==> config.mk <==
export PLATFORM = sky130hd
export DESIGN_NAME = int_arbiter_flat
export DESIGN_NICKNAME = d
export VERILOG_FILES = /design/src/rtl/int_arbiter_if.sv /design/src/rtl/int_arbiter.sv /design/src/flat_wrapper.sv
export SDC_FILE = /design/constraint.sdc
export NUM_CORES = 1
export LEC_CHECK = 0
export CORE_MARGIN = 2
export CORE_UTILIZATION = 40
export CTS_CLUSTER_DIAMETER = 150
export DETAILED_ROUTE_END_ITERATION = 10
export HOLD_SLACK_MARGIN = 0.03
export PLACE_DENSITY = 0.79
export SKIP_CTS_REPAIR_TIMING = 1
export SLEW_MARGIN = 20
export SYNTH_ARGS = -nofsm -noshare
export SYNTH_HDL_FRONTEND = slang
export SYNTH_SLANG_ARGS = --single-unit
==> constraint.sdc <==
create_clock -name clk -period 1.5 [get_ports clk]
set_input_delay 0.3 -clock clk [delete_from_list [all_inputs] [get_ports clk]]
set_output_delay 0.3 -clock clk [all_outputs]
set_load 0.05 [all_outputs]
==> src/rtl/int_arbiter_if.sv <==
// Register-port bundle between software (master) and the interrupt arbiter (slave).
// Single-cycle strobes; read data returns registered one cycle after re_i.
interface int_arbiter_if;
  logic        re_i;
  logic        we_i;
  logic [7:0]  addr_i;
  logic [31:0] data_i;
  logic [31:0] data_o;

  modport master (
    output re_i,
    output we_i,
    output addr_i,
    output data_i,
    input  data_o
  );

  modport slave (
    input  re_i,
    input  we_i,
    input  addr_i,
    input  data_i,
    output data_o
  );
endinterface

==> src/rtl/int_arbiter.sv <==
// Fixed-priority interrupt arbiter: sync + edge-detect lines, latch pending, raise one request.
// Edge->pending 3 cycles, pending->int_flag 2 cycles; no new request until claim/complete.
module int_arbiter #(
  parameter int NUM_SRC = 8,
  parameter int ID_W    = 5
) (
  input  logic               clk,
  input  logic               rstn,
  input  logic [NUM_SRC-1:0] irq_i,
  int_arbiter_if.slave       bus,
  output logic [7:0]         int_flag_o,
  output logic [ID_W-1:0]    claim_id_o
);

  localparam logic [5:0] A_PENDING = 6'd0;
  localparam logic [5:0] A_ENABLE  = 6'd1;
  localparam logic [5:0] A_CLAIM   = 6'd2;

  typedef enum logic [2:0] {
    S_IDLE    = 3'b001,
    S_ASSERT  = 3'b010,
    S_SERVICE = 3'b100
  } state_t;

  state_t             state, state_nxt;
  logic [NUM_SRC-1:0] sync1, sync2, sync3;
  logic [NUM_SRC-1:0] rise, pending, enable, masked, clr_mask;
  logic [ID_W-1:0]    win_id;
  logic [5:0]         word;
  logic               rd_en, wr_en, rd_claim, wr_claim;
  logic               claim, complete, flag_nxt;
  logic [31:0]        rd_data;
  logic               unused_bits;

  assign word   = bus.addr_i[7:2];
  assign rd_en  = bus.re_i;
  // A simultaneous read wins; the write is dropped.
  assign wr_en  = bus.we_i & ~bus.re_i;
  assign rd_claim = rd_en && (word == A_CLAIM);
  assign wr_claim = wr_en && (word == A_CLAIM);
  assign rise   = sync2 & ~sync3;
  assign masked = pending & enable;
  assign unused_bits = ^{bus.addr_i[1:0], bus.data_i};

  always_comb begin
    win_id = '0;
    for (int n = NUM_SRC - 1; n >= 0; n--) begin
      if (masked[n]) win_id = ID_W'(n + 1);
    end
  end

  always_comb begin
    state_nxt = state;
    claim     = 1'b0;
    complete  = 1'b0;
    case (state)
      S_IDLE: begin
        if (rd_claim && win_id != '0) begin
          claim     = 1'b1;
          state_nxt = S_SERVICE;
        end else if (win_id != '0) begin
          state_nxt = S_ASSERT;
        end
      end
      S_ASSERT: begin
        // A vanished winner takes precedence over a claim in the same cycle.
        if (win_id == '0) begin
          state_nxt = S_IDLE;
        end else if (rd_claim) begin
          claim     = 1'b1;
          state_nxt = S_SERVICE;
        end
      end
      S_SERVICE: begin
        if (wr_claim && bus.data_i[ID_W-1:0] == claim_id_o) begin
          complete  = 1'b1;
          state_nxt = S_IDLE;
        end
      end
      default: state_nxt = S_IDLE;
    endcase
    // Flag rises one cycle after entering S_ASSERT and drops on the leaving edge.
    flag_nxt = (state == S_ASSERT) && (state_nxt == S_ASSERT);
  end

  always_comb begin
    for (int n = 0; n < NUM_SRC; n++) begin
      clr_mask[n] = claim && (win_id == ID_W'(n + 1));
    end
  end

  always_comb begin
    rd_data = '0;
    case (word)
      A_PENDING: rd_data = 32'(pending);
      A_ENABLE:  rd_data = 32'(enable);
      A_CLAIM:   rd_data = (state == S_SERVICE) ? 32'd0 : 32'(win_id);
      default:   rd_data = '0;
    endcase
  end

  always_ff @(posedge clk or negedge rstn) begin
    if (!rstn) begin
      sync1 <= '0;
      sync2 <= '0;
      sync3 <= '0;
    end else begin
      sync1 <= irq_i;
      sync2 <= sync1;
      sync3 <= sync2;
    end
  end

  // New edges are OR-ed in after the claim clear so a coincident edge survives.
  always_ff @(posedge clk or negedge rstn) begin
    if (!rstn) begin
      pending <= '0;
    end else begin
      pending <= (pending & ~clr_mask) | rise;
    end
  end

  always_ff @(posedge clk or negedge rstn) begin
    if (!rstn) begin
      enable <= '0;
    end else if (wr_en && word == A_ENABLE) begin
      enable <= bus.data_i[NUM_SRC-1:0];
    end
  end

  always_ff @(posedge clk or negedge rstn) begin
    if (!rstn) begin
      bus.data_o <= '0;
    end else if (rd_en) begin
      bus.data_o <= rd_data;
    end
  end

  always_ff @(posedge clk or negedge rstn) begin
    if (!rstn) begin
      state      <= S_IDLE;
      int_flag_o <= '0;
      claim_id_o <= '0;
    end else begin
      state      <= state_nxt;
      int_flag_o <= {7'd0, flag_nxt};
      if (claim) begin
        claim_id_o <= win_id;
      end else if (complete) begin
        claim_id_o <= '0;
      end
    end
  end

endmodule

==> src/flat_wrapper.sv <==
// flat-port wrapper written by rule: the top's interface ports become plain ports
module int_arbiter_flat 
#(
  parameter int NUM_SRC = 8,
  parameter int ID_W    = 5
)
  (clk, rstn, irq_i, int_flag_o, claim_id_o, bus_re_i, bus_we_i, bus_addr_i, bus_data_i, bus_data_o);
  int_arbiter_if bus_i ();
  input  logic clk;
  input  logic rstn;
  input  logic [NUM_SRC-1:0] irq_i;
  output logic [7:0] int_flag_o;
  output logic [ID_W-1:0] claim_id_o;
  input wire logic [$bits(bus_i.re_i)-1:0] bus_re_i;
  input wire logic [$bits(bus_i.we_i)-1:0] bus_we_i;
  input wire logic [$bits(bus_i.addr_i)-1:0] bus_addr_i;
  input wire logic [$bits(bus_i.data_i)-1:0] bus_data_i;
  output wire logic [$bits(bus_i.data_o)-1:0] bus_data_o;
  assign bus_i.re_i = bus_re_i;
  assign bus_i.we_i = bus_we_i;
  assign bus_i.addr_i = bus_addr_i;
  assign bus_i.data_i = bus_data_i;
  assign bus_data_o = bus_i.data_o;
  int_arbiter #(.NUM_SRC(NUM_SRC), .ID_W(ID_W)) u_core (.clk(clk), .rstn(rstn), .irq_i(irq_i), .bus(bus_i), .int_flag_o(int_flag_o), .claim_id_o(claim_id_o));
endmodule
==> results.py <==
metrics = {
    "place": {
        "globalplace.congestion": 0.947,
        "placed_cell_area_um2": 3430,
        "pre_cts_slack_ps": -533,
        "portBuffers": 38,
        "post-dp-hpwl_um": 4510,
        "place_inst": 377,
    },
    "drt": {
        "drc_errors": 0,
        "drtAntennaViolNets": 0,
        "num_vias": 2043,
        "drt-vias-per-instance": 5.27,
        "totalWireLength_um": 6330,
        "wire_per_inst_um": 16.3,
        "drt_pass1_iterations": 4,
        "drt_iter0_markers": 130,
    },
    "yosys": {
        "synthDistinctLibCells": 51,
        "synth_common_cells": "dfrtp_1 (55), buf_4 (32), nand2_1 (13), inv_1 (11)",
        "synth-seq-cells": 56,
        "synth.most_common_cell": "dfrtp_1",
        "ys_top_cells_by_area": "dfrtp_1 (53%), buf_4 (9.2%), mux2_4 (4.6%), mux2i_1 (3.1%), a22o_1 (2.7%)",
        "synth-async-reset-ratio_pct": 100,
        "yosys_warnings": 0,
        "syn-instance-count": 219,
        "syn_area_um2": 2610,
        "yosysTopAreaCell": "dfrtp_1",
        "synth-edff-count": 0,
        "synth.avg_cell_area_um2": 11.9,
        "ys_seq_area_share_pct": 53.8,
        "ys.flop_type": "dfrtp_1",
        "yosysTopAreaCellShare_pct": 52.8,
    },
    "layout": {
        "nNetsFinal": 363,
        "fin_area_um2": 3730,
        "fin_util_pct": 59.2,
        "area_growth_syn_to_layout_pct": 43.2,
        "drive_gt1_share_pct": 34.7,
        "antenna_cells": 0,
        "fin_cells": 388,
    },
    "setup_path": {
        "arrival_ps": 2030,
        "worstSetupStartpointType": "flip-flop",
        "end_kind": "flip-flop",
        "critPathMaxFanout": 3,
        "crit_type": "flip-flop to flip-flop",
        "crit_required_ps": 1730,
    },
    "power_and_ir_drop": {
        "finalPower_w": 0.00389,
        "powerDensity_nw_per_um2": 1040,
        "leakage_nw": 1.75,
        "max-vdd-ir-drop_mv": 0.635,
    },
    "floorplanning": {
        "die_width_um": 84.7,
        "die_y_um": 84.7,
        "initial_utilization_pct": 41.3,
        "coreArea_um2": 6310,
        "rows": 29,
        "fp.dieArea_um2": 7180,
        "io_pins": 97,
    },
    "grt": {
        "grt_util_all_layers_pct": 17.6,
        "grt_pass1_vias": 2044,
        "grt_overflow": 0,
        "grt_pass1_wl_um": 9960,
        "antenna_found_initial": 0,
        "grt_max_degree": 57,
    },
    "cts": {
        "clock-sinks": 56,
        "clockBufferDepth": 2,
        "clk_latency_ps": 310,
        "cts_tree": "built",
        "cts_root_buffer": "clkbuf_8",
        "htreeDepth": 2,
        "cts_buffers": 5,
        "clk_pin_slew_ps": 100,
    },
    "run_status": {
        "status": "finished with violations",
        "failed_checks": "negative setup slack",
    },
    "hold_path": {
        "worst_hold_path_type": "flip-flop to flip-flop",
    },
    "sta": {
        "rsz0062_at_grt": "true",
        "finalSetupViolations": 14,
        "hold_violations": 0,
        "fin_skew_ps": 13.2,
        "setup_ws_ps": -296,
        "fin_crit_sh_pct": 120,
        "report.final.slew_viol_count": 0,
        "min_period_ps": 1800,
        "fmax_ghz": 0.557,
    },
    "flow_run": {
        "maxCapViolCount": 0,
    },
}
==> critical path: stages (launching register included) <==
cell      delay [ps]
dfrtp_1          410
a222oi_1         360
buf_4            190
or4b_4           480
buf_6            150
o21ai_1          140
==> final cells by class <==
class | count | area [µm²]
sequential | 56 | 1400
fill | 492 | 2580
timing repair buffer | 88 | 925
tap | 77 | 96.3
clock buffer | 5 | 68.8
inverter | 12 | 45.0
multi-input combinational | 148 | 1140
clock inverter | 2 | 60.1
==> metrics by stage <==
stage / TNS (ps) / hold WS [ps]
2_1_floorplan: -1290 / 4.41
3_3_place_gp: -12490 / 317
3_5_place_dp: -13170 / 319
4_1_cts: -4460 / -19.5
5_1_grt: -2630 / 361
6_report: -2120 / 354
==> registers in the layout (all words and copies together) (netlist names) <==
signal	count
u_core.bus.data_o	8
u_core.claim_id_o	4
u_core.enable	8
u_core.int_flag_o	1
u_core.pending	8
u_core.state	3
u_core.sync1	8
u_core.sync2	8
u_core.sync3	8
==> cell usage in the layout, fill, tap and decap left out, drive strengths merged, types with 2 or more instances in the layout <==
cell type | netlist | layout
a22o | 8 | 8
a22oi | 2 | 2
a2bb2oi | 3 | 3
a31oi | 2 | 2
and2 | 3 | 3
and3b | 2 | 2
and4 | 2 | 2
buf | 34 | 63
bufinv | 0 | 2
clkbuf | 0 | 5
clkdlybuf4s50 | 0 | 17
conb | 1 | 32
dfrtp | 55 | 55
dlymetal6s2s | 0 | 7
inv | 11 | 11
mux2 | 9 | 9
mux2i | 8 | 8
nand2 | 13 | 13
nand3 | 8 | 8
nand4 | 8 | 8
nor2 | 2 | 2
nor2b | 2 | 2
nor3b | 2 | 2
o211ai | 2 | 2
o21ai | 8 | 8
o2bb2ai | 5 | 5
o32ai | 2 | 2
xnor2 | 5 | 5
==> final timing paths <==
check,slack (ps),cells after the start,endpoint,from
worst max-delay path,-300,5,u_core.bus.data_o[3],u_core.enable[0]
worst min-delay path,350,0,u_core.sync2[5],u_core.sync1[5]
worst max register to register,-300,5,u_core.bus.data_o[3],u_core.enable[0]
worst min register to register,350,0,u_core.sync2[5],u_core.sync1[5]
max in group asynchronous,720,3,u_core.state[0],rstn
min in group asynchronous,500,3,u_core.enable[0],rstn
==> per-layer routing <==
| metal | global-route usage, % | vias up | share of wire [%] |
|---|---|---|---|
| li1 | - | 915 | - |
| met1 | 23.0 | 1021 | 40 |
| met2 | 27.6 | 95 | 51 |
| met3 | 5.80 | 12 | 7.1 |
| met4 | 6.49 | 0 | 1.7 |
| met5 | 0 | - | 0 |
==> power by group <==
group / internal [W] / leakage [nW] / switching [W]
clock network: 0.000657 / 0.0642 / 0.000466
registers: 0.00161 / 0.667 / 0.0000870
logic: 0.000457 / 1.02 / 0.000616
total: 0.00273 / 1.75 / 0.00117
==> cells by family (layout without fill, tap and decap cells) <==
group,count (synthesis),in the layout,share of synthesized area (%)
xor gates and xnor gates,6,6,2.02
AOI/OAI and AO/OA,43,43,12.8
and+or+nand+nor,50,50,11.6
buffers and inverters,46,107,11.5
other,1,32,0.144
muxes,17,17,8.11
DFF,56,56,53.8
Note: power is estimated with default switching activity, not from simulation.
